[config.mk]
export PLATFORM = sky130hd
export DESIGN_NAME = sram_bist_seq
export DESIGN_NICKNAME = d
export VERILOG_FILES = /design/src/rtl/sram_bist_seq_pkg.sv /design/src/rtl/sram_bist_chk.sv /design/src/rtl/sram_bist_seq.sv
export SDC_FILE = /design/constraint.sdc
export NUM_CORES = 1
export LEC_CHECK = 0
export ABC_AREA = 1
export BUFFER_PORTS_ARGS = -buffer_cell sky130_fd_sc_hd__clkbuf_2
export CAP_MARGIN = 20
export CORE_ASPECT_RATIO = 1.2
export CORE_UTILIZATION = 56
export DETAILED_ROUTE_END_ITERATION = 16
export GPL_TIMING_DRIVEN = 0
export PLACE_DENSITY = 0.92
export SYNTH_ARGS = -nofsm -noshare
export SYNTH_HDL_FRONTEND = slang
export SYNTH_HIERARCHICAL = 1
export SYNTH_SLANG_ARGS = --single-unit
[constraint.sdc]
create_clock -name clk_div8 -period 3.5 [get_ports clk_div8]
set_clock_uncertainty 0.1 [all_clocks]
set_input_delay 0.525 -clock clk_div8 [delete_from_list [all_inputs] [get_ports clk_div8]]
set_output_delay 0.525 -clock clk_div8 [all_outputs]
set_load 0.03 [all_outputs]
[src/rtl/sram_bist_seq_pkg.sv]
// dlx_bist_pkg: shared types and helpers for the SRAM self-test sequencer.
//   state_t    - sequencer FSM states
//   PASS_NIB / FAIL_NIB - leading nibble of the display word in DONE
//   pat()      - test pattern for an address and pass index
//   busy_word() / done_word() - display word builders
package dlx_bist_pkg;

  typedef enum logic [2:0] {
    S_IDLE,
    S_WR,
    S_WR_GAP,
    S_RD,
    S_RD_WAIT,
    S_CMP,
    S_NEXT,
    S_DONE
  } state_t;

  localparam logic [3:0] PASS_NIB = 4'hA;
  localparam logic [3:0] FAIL_NIB = 4'hE;

  // Address plus one, inverted on the second pass; callers truncate to their
  // data width.
  function automatic logic [63:0] pat(input logic [63:0] a, input logic p);
    logic [63:0] v;
    v = a + 64'd1;
    return p ? ~v : v;
  endfunction

  function automatic logic [31:0] busy_word(input logic p, input logic [19:0] a);
    return {3'b000, p, 8'h00, a};
  endfunction

  function automatic logic [31:0] done_word(input logic ok, input logic [15:0] e);
    return {(ok ? PASS_NIB : FAIL_NIB), 12'h000, e};
  endfunction

endpackage

[src/rtl/sram_bist_chk.sv]
// sram_bist_chk: read-back comparator with saturating error counter and
// first-error address latch.
//   clk_div8, rst_n  - clock, async active-low reset
//   clear            - synchronous clear of count, latch and seen flag
//   sample           - compare rd_data against exp_data at this edge
//   addr             - address of the word being compared
//   exp_data/rd_data - expected / returned data
//   err_count        - saturating mismatch count
//   first_err_addr   - address of the first mismatch since clear
module sram_bist_chk import dlx_bist_pkg::*; #(
  parameter int DATA_WIDTH = 32,
  parameter int ADDR_WIDTH = 20,
  parameter int ERR_WIDTH  = 16
) (
  input  logic                  clk_div8,
  input  logic                  rst_n,
  input  logic                  clear,
  input  logic                  sample,
  input  logic [ADDR_WIDTH-1:0] addr,
  input  logic [DATA_WIDTH-1:0] exp_data,
  input  logic [DATA_WIDTH-1:0] rd_data,
  output logic [ERR_WIDTH-1:0]  err_count,
  output logic [ADDR_WIDTH-1:0] first_err_addr
);

  logic seen;

  always_ff @(posedge clk_div8 or negedge rst_n) begin
    if (!rst_n) begin
      err_count      <= '0;
      first_err_addr <= '0;
      seen           <= 1'b0;
    end else if (clear) begin
      err_count      <= '0;
      first_err_addr <= '0;
      seen           <= 1'b0;
    end else if (sample && (rd_data != exp_data)) begin
      if (err_count != '1) err_count <= err_count + ERR_WIDTH'(1);
      if (!seen) begin
        seen           <= 1'b1;
        first_err_addr <= addr;
      end
    end
  end

endmodule

[src/rtl/sram_bist_seq.sv]
// sram_bist_seq: SRAM self-test sequencer feeding sram_ctrl.
// Writes pat(addr,p) over START_ADDR..END_ADDR, reads it back and compares,
// for p = 0 then p = 1, then reports in DONE.
//   clk_div8, rst_n   - block clock, async active-low reset
//   start             - level, sampled in IDLE/DONE only
//   mem_wr_en/rd_en   - single-cycle strobes to sram_ctrl
//   mem_addr          - address to sram_ctrl
//   mem_wr_data       - write data (0 during read phase)
//   mem_rd_data       - read data from sram_ctrl
//   busy/done/pass    - run status
//   err_count         - saturating mismatch count
//   first_err_addr    - address of first mismatch
//   status_o          - 32-bit display word
module sram_bist_seq import dlx_bist_pkg::*; #(
  parameter int DATA_WIDTH = 32,
  parameter int ADDR_WIDTH = 20,
  parameter int START_ADDR = 0,
  parameter int END_ADDR   = 'h3FC,
  parameter int STEP       = 4,
  parameter int GAP        = 3,
  parameter int RD_LATENCY = 1,
  parameter int ERR_WIDTH  = 16
) (
  input  logic                  clk_div8,
  input  logic                  rst_n,
  input  logic                  start,
  output logic                  mem_wr_en,
  output logic                  mem_rd_en,
  output logic [ADDR_WIDTH-1:0] mem_addr,
  output logic [DATA_WIDTH-1:0] mem_wr_data,
  input  logic [DATA_WIDTH-1:0] mem_rd_data,
  output logic                  busy,
  output logic                  done,
  output logic                  pass,
  output logic [ERR_WIDTH-1:0]  err_count,
  output logic [ADDR_WIDTH-1:0] first_err_addr,
  output logic [31:0]           status_o
);

  localparam int CNT_MAX = (GAP > RD_LATENCY) ? GAP : RD_LATENCY;
  localparam int CNT_W   = (CNT_MAX > 1) ? $clog2(CNT_MAX + 1) : 1;

  localparam logic [ADDR_WIDTH-1:0] START_A = ADDR_WIDTH'(START_ADDR);
  localparam logic [ADDR_WIDTH-1:0] END_A   = ADDR_WIDTH'(END_ADDR);
  localparam logic [ADDR_WIDTH-1:0] STEP_A  = ADDR_WIDTH'(STEP);

  state_t                state;
  logic [ADDR_WIDTH-1:0] addr;
  logic [ADDR_WIDTH-1:0] addr_step;
  logic                  p;
  logic [CNT_W-1:0]      cnt;
  logic                  start_ok;
  logic                  sample;
  logic [DATA_WIDTH-1:0] exp_data;
  logic                  no_err;

  always_comb begin
    addr_step = addr + STEP_A;
    start_ok  = start && ((state == S_IDLE) || (state == S_DONE));
    sample    = (state == S_CMP);
    exp_data  = DATA_WIDTH'(pat(64'(addr), p));
    no_err    = (err_count == '0);
  end

  sram_bist_chk #(
    .DATA_WIDTH (DATA_WIDTH),
    .ADDR_WIDTH (ADDR_WIDTH),
    .ERR_WIDTH  (ERR_WIDTH)
  ) u_chk (
    .clk_div8       (clk_div8),
    .rst_n          (rst_n),
    .clear          (start_ok),
    .sample         (sample),
    .addr           (addr),
    .exp_data       (exp_data),
    .rd_data        (mem_rd_data),
    .err_count      (err_count),
    .first_err_addr (first_err_addr)
  );

  // Outputs are registered alongside the state, so each branch loads the
  // values that belong to the state it is entering.
  always_ff @(posedge clk_div8 or negedge rst_n) begin
    if (!rst_n) begin
      state       <= S_IDLE;
      addr        <= '0;
      p           <= 1'b0;
      cnt         <= '0;
      mem_wr_en   <= 1'b0;
      mem_rd_en   <= 1'b0;
      mem_addr    <= '0;
      mem_wr_data <= '0;
      busy        <= 1'b0;
      done        <= 1'b0;
      pass        <= 1'b0;
      status_o    <= '0;
    end else begin
      mem_wr_en <= 1'b0;
      mem_rd_en <= 1'b0;
      case (state)
        S_IDLE, S_DONE: begin
          if (start) begin
            state       <= S_WR;
            addr        <= START_A;
            p           <= 1'b0;
            mem_wr_en   <= 1'b1;
            mem_addr    <= START_A;
            mem_wr_data <= DATA_WIDTH'(pat(64'(START_A), 1'b0));
            busy        <= 1'b1;
            done        <= 1'b0;
            pass        <= 1'b0;
            status_o    <= busy_word(1'b0, 20'(START_A));
          end
        end
        S_WR: begin
          state <= S_WR_GAP;
          cnt   <= CNT_W'(GAP - 1);
        end
        S_WR_GAP: begin
          if (cnt != '0) begin
            cnt <= cnt - CNT_W'(1);
          end else if (addr == END_A) begin
            state       <= S_RD;
            addr        <= START_A;
            mem_rd_en   <= 1'b1;
            mem_addr    <= START_A;
            mem_wr_data <= '0;
            status_o    <= busy_word(p, 20'(START_A));
          end else begin
            state       <= S_WR;
            addr        <= addr_step;
            mem_wr_en   <= 1'b1;
            mem_addr    <= addr_step;
            mem_wr_data <= DATA_WIDTH'(pat(64'(addr_step), p));
            status_o    <= busy_word(p, 20'(addr_step));
          end
        end
        S_RD: begin
          if (RD_LATENCY == 1) begin
            state <= S_CMP;
          end else begin
            state <= S_RD_WAIT;
            cnt   <= CNT_W'(RD_LATENCY - 2);
          end
        end
        S_RD_WAIT: begin
          if (cnt != '0) cnt <= cnt - CNT_W'(1);
          else           state <= S_CMP;
        end
        S_CMP: begin
          if (addr == END_A) begin
            state <= S_NEXT;
          end else begin
            state     <= S_RD;
            addr      <= addr_step;
            mem_rd_en <= 1'b1;
            mem_addr  <= addr_step;
            status_o  <= busy_word(p, 20'(addr_step));
          end
        end
        S_NEXT: begin
          if (!p) begin
            state       <= S_WR;
            p           <= 1'b1;
            addr        <= START_A;
            mem_wr_en   <= 1'b1;
            mem_addr    <= START_A;
            mem_wr_data <= DATA_WIDTH'(pat(64'(START_A), 1'b1));
            status_o    <= busy_word(1'b1, 20'(START_A));
          end else begin
            // err_count already holds the last compare of pass 1 here.
            state    <= S_DONE;
            busy     <= 1'b0;
            done     <= 1'b1;
            pass     <= no_err;
            status_o <= done_word(no_err, 16'(err_count));
          end
        end
        default: state <= S_IDLE;
      endcase
    end
  end

endmodule
==> metrics.yaml, run 1 <==
grt_max_degree: 114
synth-simple-area-share: 0.3680
cts_tree: "done"
hold_viol: 0
first_iter_violations: 736
reg2reg_to: "u_chk/first_err_addr[13]$_DFFE_PN0P_"
clockBufferDepth: 2
cts_root_buf: "clkbuf_16"
cp-start-kind: "flop"
vias: 8260
ys_seq_area_frac: 0.3611
p_leak_nw: 4.971
diodes: 0
r2r_cells: 16
synth_cells: 1138
antenna_found_initial: 0
rsz0062_at_grt: "no"
cts.sinks: 113
synthesis.area_sq_um: 7830
met3_usage: 0.06845
wl_mm: 24.54
first_global_vias: 7649
synth_cell_types: 46
synthMuxAreaShare: 0.001278
rows: 46
clock_latency_ns: 0.42
fp.dieH_um: 131.5
max_freq_ghz: 0.3053
final.min_clock_period_ns: 3.276
whs_ns: 0.1204
use_met1: 0.4332
regToRegSetupSlack_ns: 0.22
final_layout_size_suffix_gt1_frac: 0.2260
dp_hpwl_mm: 18.22
max-vdd-ir-drop_mv: 0.7020
ant_nets: 0
crit_fanout: 10
hold_class: "in -> async"
synth_top_family_by_area: "simple AND/OR/NAND/NOR gates"
synth-xor-area-share: 0.09060
setup_violations: 0
yosys.area.top_type: "dfrtp_1"
r2r-start: "addr[0]$_DFFE_PN0P_"
gp_congestion: 0.9806
drv_slew: 0
first_pass_iters: 5
critical_path_class: "reg -> reg"
fin_cells: 1500
fillers: 1102
slew_headroom: 0.3969
portBuffers: 151
fp.dieW_um: 109.9
use_met2: 0.5691
wire_per_inst_um: 16.36
synth-compound-area-share: 0.06312
drc_errors: 0
outcome: "finished, final reports clean"
vias_per_cell: 5.507
die-area_sq_um: 14460
cp.arrival_ns: 3.48
fin_crit_sh: 0.9359
coreArea_sq_um: 13410
crit_required_ns: 3.70
maxCapViolCount: 0
grt_use_total: 0.3528
tightest_slew_ns: 0.9047
dpl.cell_count: 1464
start_util: 0.5839
overflow: 0
synth_top_area_share: 0.3611
setup.worst_path.end_class: "flop"
grt.busiest_layer: "met2"
grt_pass1_wl_mm: 38.72
power_density_nw_per_um2: 767.7
synth-seq-cells: 113
io_pins: 160
htreeDepth: 4
cts.clk_slew.worst_paths_ns: 0.06
ys_top_cells_by_area: "dfrtp_1, nand2_1, nand3_1"
nNetsFinal: 1360
synth_warnings: 6
cts_buffers: 17
synth.avg_cell_area_sq_um: 6.881
synth-adder-area-share: 0.009588
synthToLayoutAreaGrowth_pct: 21.00
## critical path, cell delays in order, from the launching register on
cell	delay [ns]
dfrtp_1	0.61
ha_2	0.39
nand2_1	0.10
nor2_1	0.27
nand3_1	0.15
xor2_1	0.26
xnor2_1	0.15
nand2_1	0.08
nor2_1	0.10
nand2_1	0.06
nor2_1	0.13
nand2_2	0.18
nand3_2	0.14
nand2_1	0.07
buf_2	0.20
nand2_1	0.09
nand2_1	0.06
## placed cells by master (no fill, tap or decap), types with 4 or more instances in the layout
cell,instances
nor4_1,4
nand2_1,371
dfrtp_1,108
clkinv_2,5
nor2_4,6
xnor2_1,51
clkbuf_1,13
inv_2,17
nand2_2,11
o21ai_0,39
ha_1,4
xor2_1,30
inv_1,103
nand4_1,18
nor3_1,13
nor2_2,12
buf_6,4
o21ai_1,12
conb_1,8
nand3_1,91
nor2_1,120
clkbuf_8,4
clkbuf_16,17
a31oi_1,6
dfrtp_2,4
nand3_2,4
a21oi_1,20
clkbuf_2,152
buf_4,30
buf_2,16
## power breakdown
part,switching [mW],internal [mW],total [mW]
combinational,2.59,1.16,3.75
sequential,0.232,1.57,1.80
clock,0.620,1.10,1.72
## final cells by class
type	count	area [sq um]	area share
Multi-Input combinational cell	849	4208	0.4441
Sequential cell	113	2836	0.2994
Timing Repair Buffer	157	809.5	0.08545
Clock buffer	23	478.0	0.05045
Inverter	125	473.0	0.04992
Buffer	56	352.8	0.03724
Tap cell	168	210.2	0.02219
Clock inverter	9	106.4	0.01123
## metrics by stage
stage	cell area [sq um]	setup WS [ns]	total power, mW	util	TNS, ns
detailed placement	8831	-0.4113	5.455	0.6585	-13.09
finish	9474	0.2245	7.273	0.7065	0
global placement	8822	-0.3316	5.354	0.6579	-10.90
CTS	9424	0.06866	7.213	0.7027	0
global route	9474	0.002095	7.703	0.7065	0
floorplan	7856	0.4148	4.474	-	0
## flip-flops by register name, indices dropped and copies added, names as in the netlist
register,cells
addr,20
mem_wr_data,22
u_chk/first_err_addr,20
u_chk/err_count,16
pass,1
done,1
busy,1
cnt,2
mem_wr_en,1
status_o,23
mem_rd_en,1
u_chk/seen,1
p,1
state,3
## worst max path at each step
| stage | slack [ns] | endpoint | cells past startpoint | start |
|---|---|---|---|---|
| CTS | 0.07 | u_chk/first_err_addr[13]$_DFFE_PN0P_ | 21 | addr[3]$_DFFE_PN0P_ |
| finish | 0.22 | u_chk/first_err_addr[13]$_DFFE_PN0P_ | 16 | addr[0]$_DFFE_PN0P_ |
| global placement | -0.33 | u_chk/err_count[14]$_DFFE_PN0P_ | 16 | p$_DFFE_PN0P_ |
| global route | 0.002 | u_chk/first_err_addr[19]$_DFFE_PN0P_ | 21 | addr[2]$_DFFE_PN0P_ |
| floorplan | 0.41 | u_chk/err_count[6]$_DFFE_PN0P_ | 21 | addr[3]$_DFFE_PN0P_ |
| detailed placement | -0.41 | u_chk/first_err_addr[13]$_DFFE_PN0P_ | 16 | p$_DFFE_PN0P_ |
## cells in the mapped netlist, drive strengths merged
library cell and instances:
clkinv 4, nand2 385, xor2 30, or4 1
a311oi 1, a21oi 21, inv 121, o22ai 3
xnor2 51, o211ai 2, o21ai 52, dfrtp 113
and2 1, nor3 14, a31oi 6, a22o 3
nor4 4, nor2 138, nand4 18, buf 45
or2 3, o21bai 2, nand3b 1, nand3 97
clkbuf 13, ha 6, and3 1, mux2i 1
conb 1
## logic make-up after synthesis
kind of cell             after synthesis
AND/OR/NAND/NOR                      663
buffers and inverters                183
flip-flops                           113
AO/OA/AOI/OAI                         90
XOR/XNOR                              81
adder cells (fa/ha/maj)                6
other                                  1
multiplexers                           1
## metal layers
| metal | vias up | share of wire |
|---|---|---|
| li1 | 3909 | - |
| met1 | 3780 | 0.38 |
| met2 | 483 | 0.48 |
| met3 | 88 | 0.087 |
| met4 | 0 | 0.052 |
| met5 | - | 0 |
## what timing repair did
item / 4_1_cts / 5_1_grt
hold buffers: 0 / 0
setup endpoints to repair: 37 / 36
resized for setup: 6 / 7
pin swaps: 0 / 1
buffers inserted: 0 / 6
Note: power is estimated with default switching activity, not from simulation.
==> run 2: changes to the inputs <==
==> constraint.sdc (replaced) <==
create_clock -name clk_div8 -period 3.7 [get_ports clk_div8]
set_clock_uncertainty 0.1 [all_clocks]
set_input_delay 0.555 -clock clk_div8 [delete_from_list [all_inputs] [get_ports clk_div8]]
set_output_delay 0.555 -clock clk_div8 [all_outputs]
set_load 0.005 [all_outputs]
==> run 2 against run 1 <==
Largest power group unchanged. Global-route usage is 0.076 points lower. Combinational power is 19% lower. Setup slack worse by 0.027 ns. Critical path depth stayed put. Clock-buffer cell count stayed put.
==> metrics.yaml, run 2 (synthesis results as in run 1) <==
largest_register_ffs: 23  # unchanged
clockBufferDepth: 2  # unchanged
slew_headroom: 0.4005  # +0.003624
postCtsSetupRepairBufs: 0  # unchanged
max-vdd-ir-drop_mv: 0.5392  # -23%
fp.dieW_um: 109.9  # unchanged
finalWorstSetupSlack_ns: 0.1977  # -0.02682 ns
cts_root_buf: "clkbuf_16"
regMostFlops: "status_o"
p_leak_nw: 4.947  # -0.47%
grt_use_total: 0.3521  # -0.0007632
nNetsFinal: 1355  # -0.37%
top_regs: "status_o (23), mem_wr_data (22)"
maxCapViolCount: 0  # unchanged
mostFrequentLayoutCells: "nand2_1, clkbuf_2, nor2_1"
rsz0062_at_grt: "no"
cts_buffers: 17  # unchanged
grt_pass1_wl_mm: 38.64  # -0.21%
crit_required_ns: 3.90  # +0.20 ns
cp.arrival_ns: 3.71  # +0.23 ns
wire_per_inst_um: 16.37  # about the same
dpl.cell_count: 1464  # unchanged
hold_buffers: 0  # unchanged
diodes: 0  # unchanged
vias: 8213  # -0.57%
first_global_vias: 7640  # -0.12%
wl_mm: 24.47  # -0.30%
crit_fanout: 14  # +4
tightest_slew_ns: 0.8993  # -0.005436 ns
power_mw: 6.375  # -12%
overflow: 0  # unchanged
ant_nets: 0  # unchanged
cp-start-kind: "flop"
cts.sinks: 113  # unchanged
hold_class: "in -> async"
outcome: "finished, final reports clean"
whs_ns: 0.1573  # +0.03688 ns
post_cts_resized: 2  # -4
portBuffers: 151  # unchanged
gp_congestion: 0.9806  # unchanged
wl_met3_mm: 2.072  # -3.3%
io_pins: 160  # unchanged
drv_slew: 0  # unchanged
clock_latency_ns: 0.43  # about the same
cts_tree: "done"
first_iter_violations: 690  # -6.3%
hold_viol: 0  # unchanged
antenna_found_initial: 0  # unchanged
dp_hpwl_mm: 18.22  # unchanged
cts.clk_slew.worst_paths_ns: 0.05  # about the same
setup_violations: 0  # unchanged
fp.dieH_um: 131.5  # unchanged
fillers: 1111  # +0.82%
critical_path_class: "reg -> reg"
final_layout_size_suffix_gt1_frac: 0.2193  # -0.006684
synthToLayoutAreaGrowth_pct: 20.36
power_density_nw_per_um2: 676.4  # -12%
htreeDepth: 4  # unchanged
fin_crit_sh: 0.9466  # +0.01071
die-area_sq_um: 14460  # unchanged
first_pass_iters: 6  # +1
vias_per_cell: 5.494  # -0.24%
drc_errors: 0  # unchanged
wl_met1_mm: 9.325  # about the same
final_common_cell: "nand2_1"
place_ws_ns: -0.2113  # +0.2000 ns
coreArea_sq_um: 13410  # unchanged
top_layer: "met4"
max_freq_ghz: 0.2855  # -6.5%
setup.worst_path.end_class: "flop"
grt_max_degree: 114  # unchanged
rows: 46  # unchanged
start_util: 0.5839  # unchanged
dr_wl_met2_mm: 11.71  # -0.72%
final.min_clock_period_ns: 3.502  # +0.2268 ns
fin_cells: 1495  # -0.33%
run 2: power breakdown:
part | switching, mW | internal (mW) | leakage (nW)
Clock | 0.589 | 1.04 | 0.291
Combinational | 1.97 | 1.08 | 3.15
Sequential | 0.214 | 1.48 | 1.51
Total | 2.77 | 3.61 | 4.95
run 2: worst max-delay path: stages, from the launching register on:
cell      delay (ns)
dfrtp_2         0.58
buf_2           0.31
clkbuf_4        0.30
buf_4           0.27
xnor2_1         0.17
xnor2_1         0.16
xnor2_1         0.14
nand2_1         0.07
nor2_1          0.25
nand2_1         0.09
nor2_1          0.18
nand2_2         0.18
nand3_2         0.13
nand2_1         0.07
buf_2           0.20
nand2_1         0.09
nand2_1         0.06
run 2: layout make-up:
class | instances | area, sq um | area share
clock inverter | 9 | 106.4 | 0.01129
sequential | 113 | 2830 | 0.3003
timing repair buffer | 151 | 764.5 | 0.08112
multi-input combinational | 849 | 4205 | 0.4462
clock buffer | 23 | 478.0 | 0.05072
inverter | 125 | 473.0 | 0.05019
tap | 168 | 210.2 | 0.02230
buffer | 57 | 356.6 | 0.03784
run 2: layer usage:
metal | global-route usage | vias up
li1 | - | 3897
met2 | 0.5688 | 459
met4 | 0.2000 | 0
met1 | 0.4308 | 3756
met5 | 0 | -
met3 | 0.06895 | 101
run 2: final timing paths:
path / to / depth (start not counted) / slack [ns] / startpoint
setup / recovery: u_chk/first_err_addr[13]$_DFFE_PN0P_ / 16 / 0.20 / p$_DFFE_PN0P_
hold reg to reg: status_o[19]$_DFFE_PN0P_ / 2 / 0.38 / status_o[19]$_DFFE_PN0P_
setup reg to reg: u_chk/first_err_addr[13]$_DFFE_PN0P_ / 16 / 0.20 / p$_DFFE_PN0P_
hold / removal: mem_wr_data[0]$_DFFE_PN0P_ / 1 / 0.16 / rst_n
min in group clk_div8: status_o[19]$_DFFE_PN0P_ / 2 / 0.38 / status_o[19]$_DFFE_PN0P_
max in group asynchronous: addr[19]$_DFFE_PN0P_ / 1 / 2.71 / rst_n
run 2: per-stage QoR:
step                      TNS [ns]  utilization  cell area [sq um]
after global placement      -3.762       0.6579               8822
after floorplan                  0            -               7856
after global routing             0       0.7027               9424
after CTS                        0       0.7024               9419
after detailed placement    -5.812       0.6585               8831
final                            0       0.7027               9424
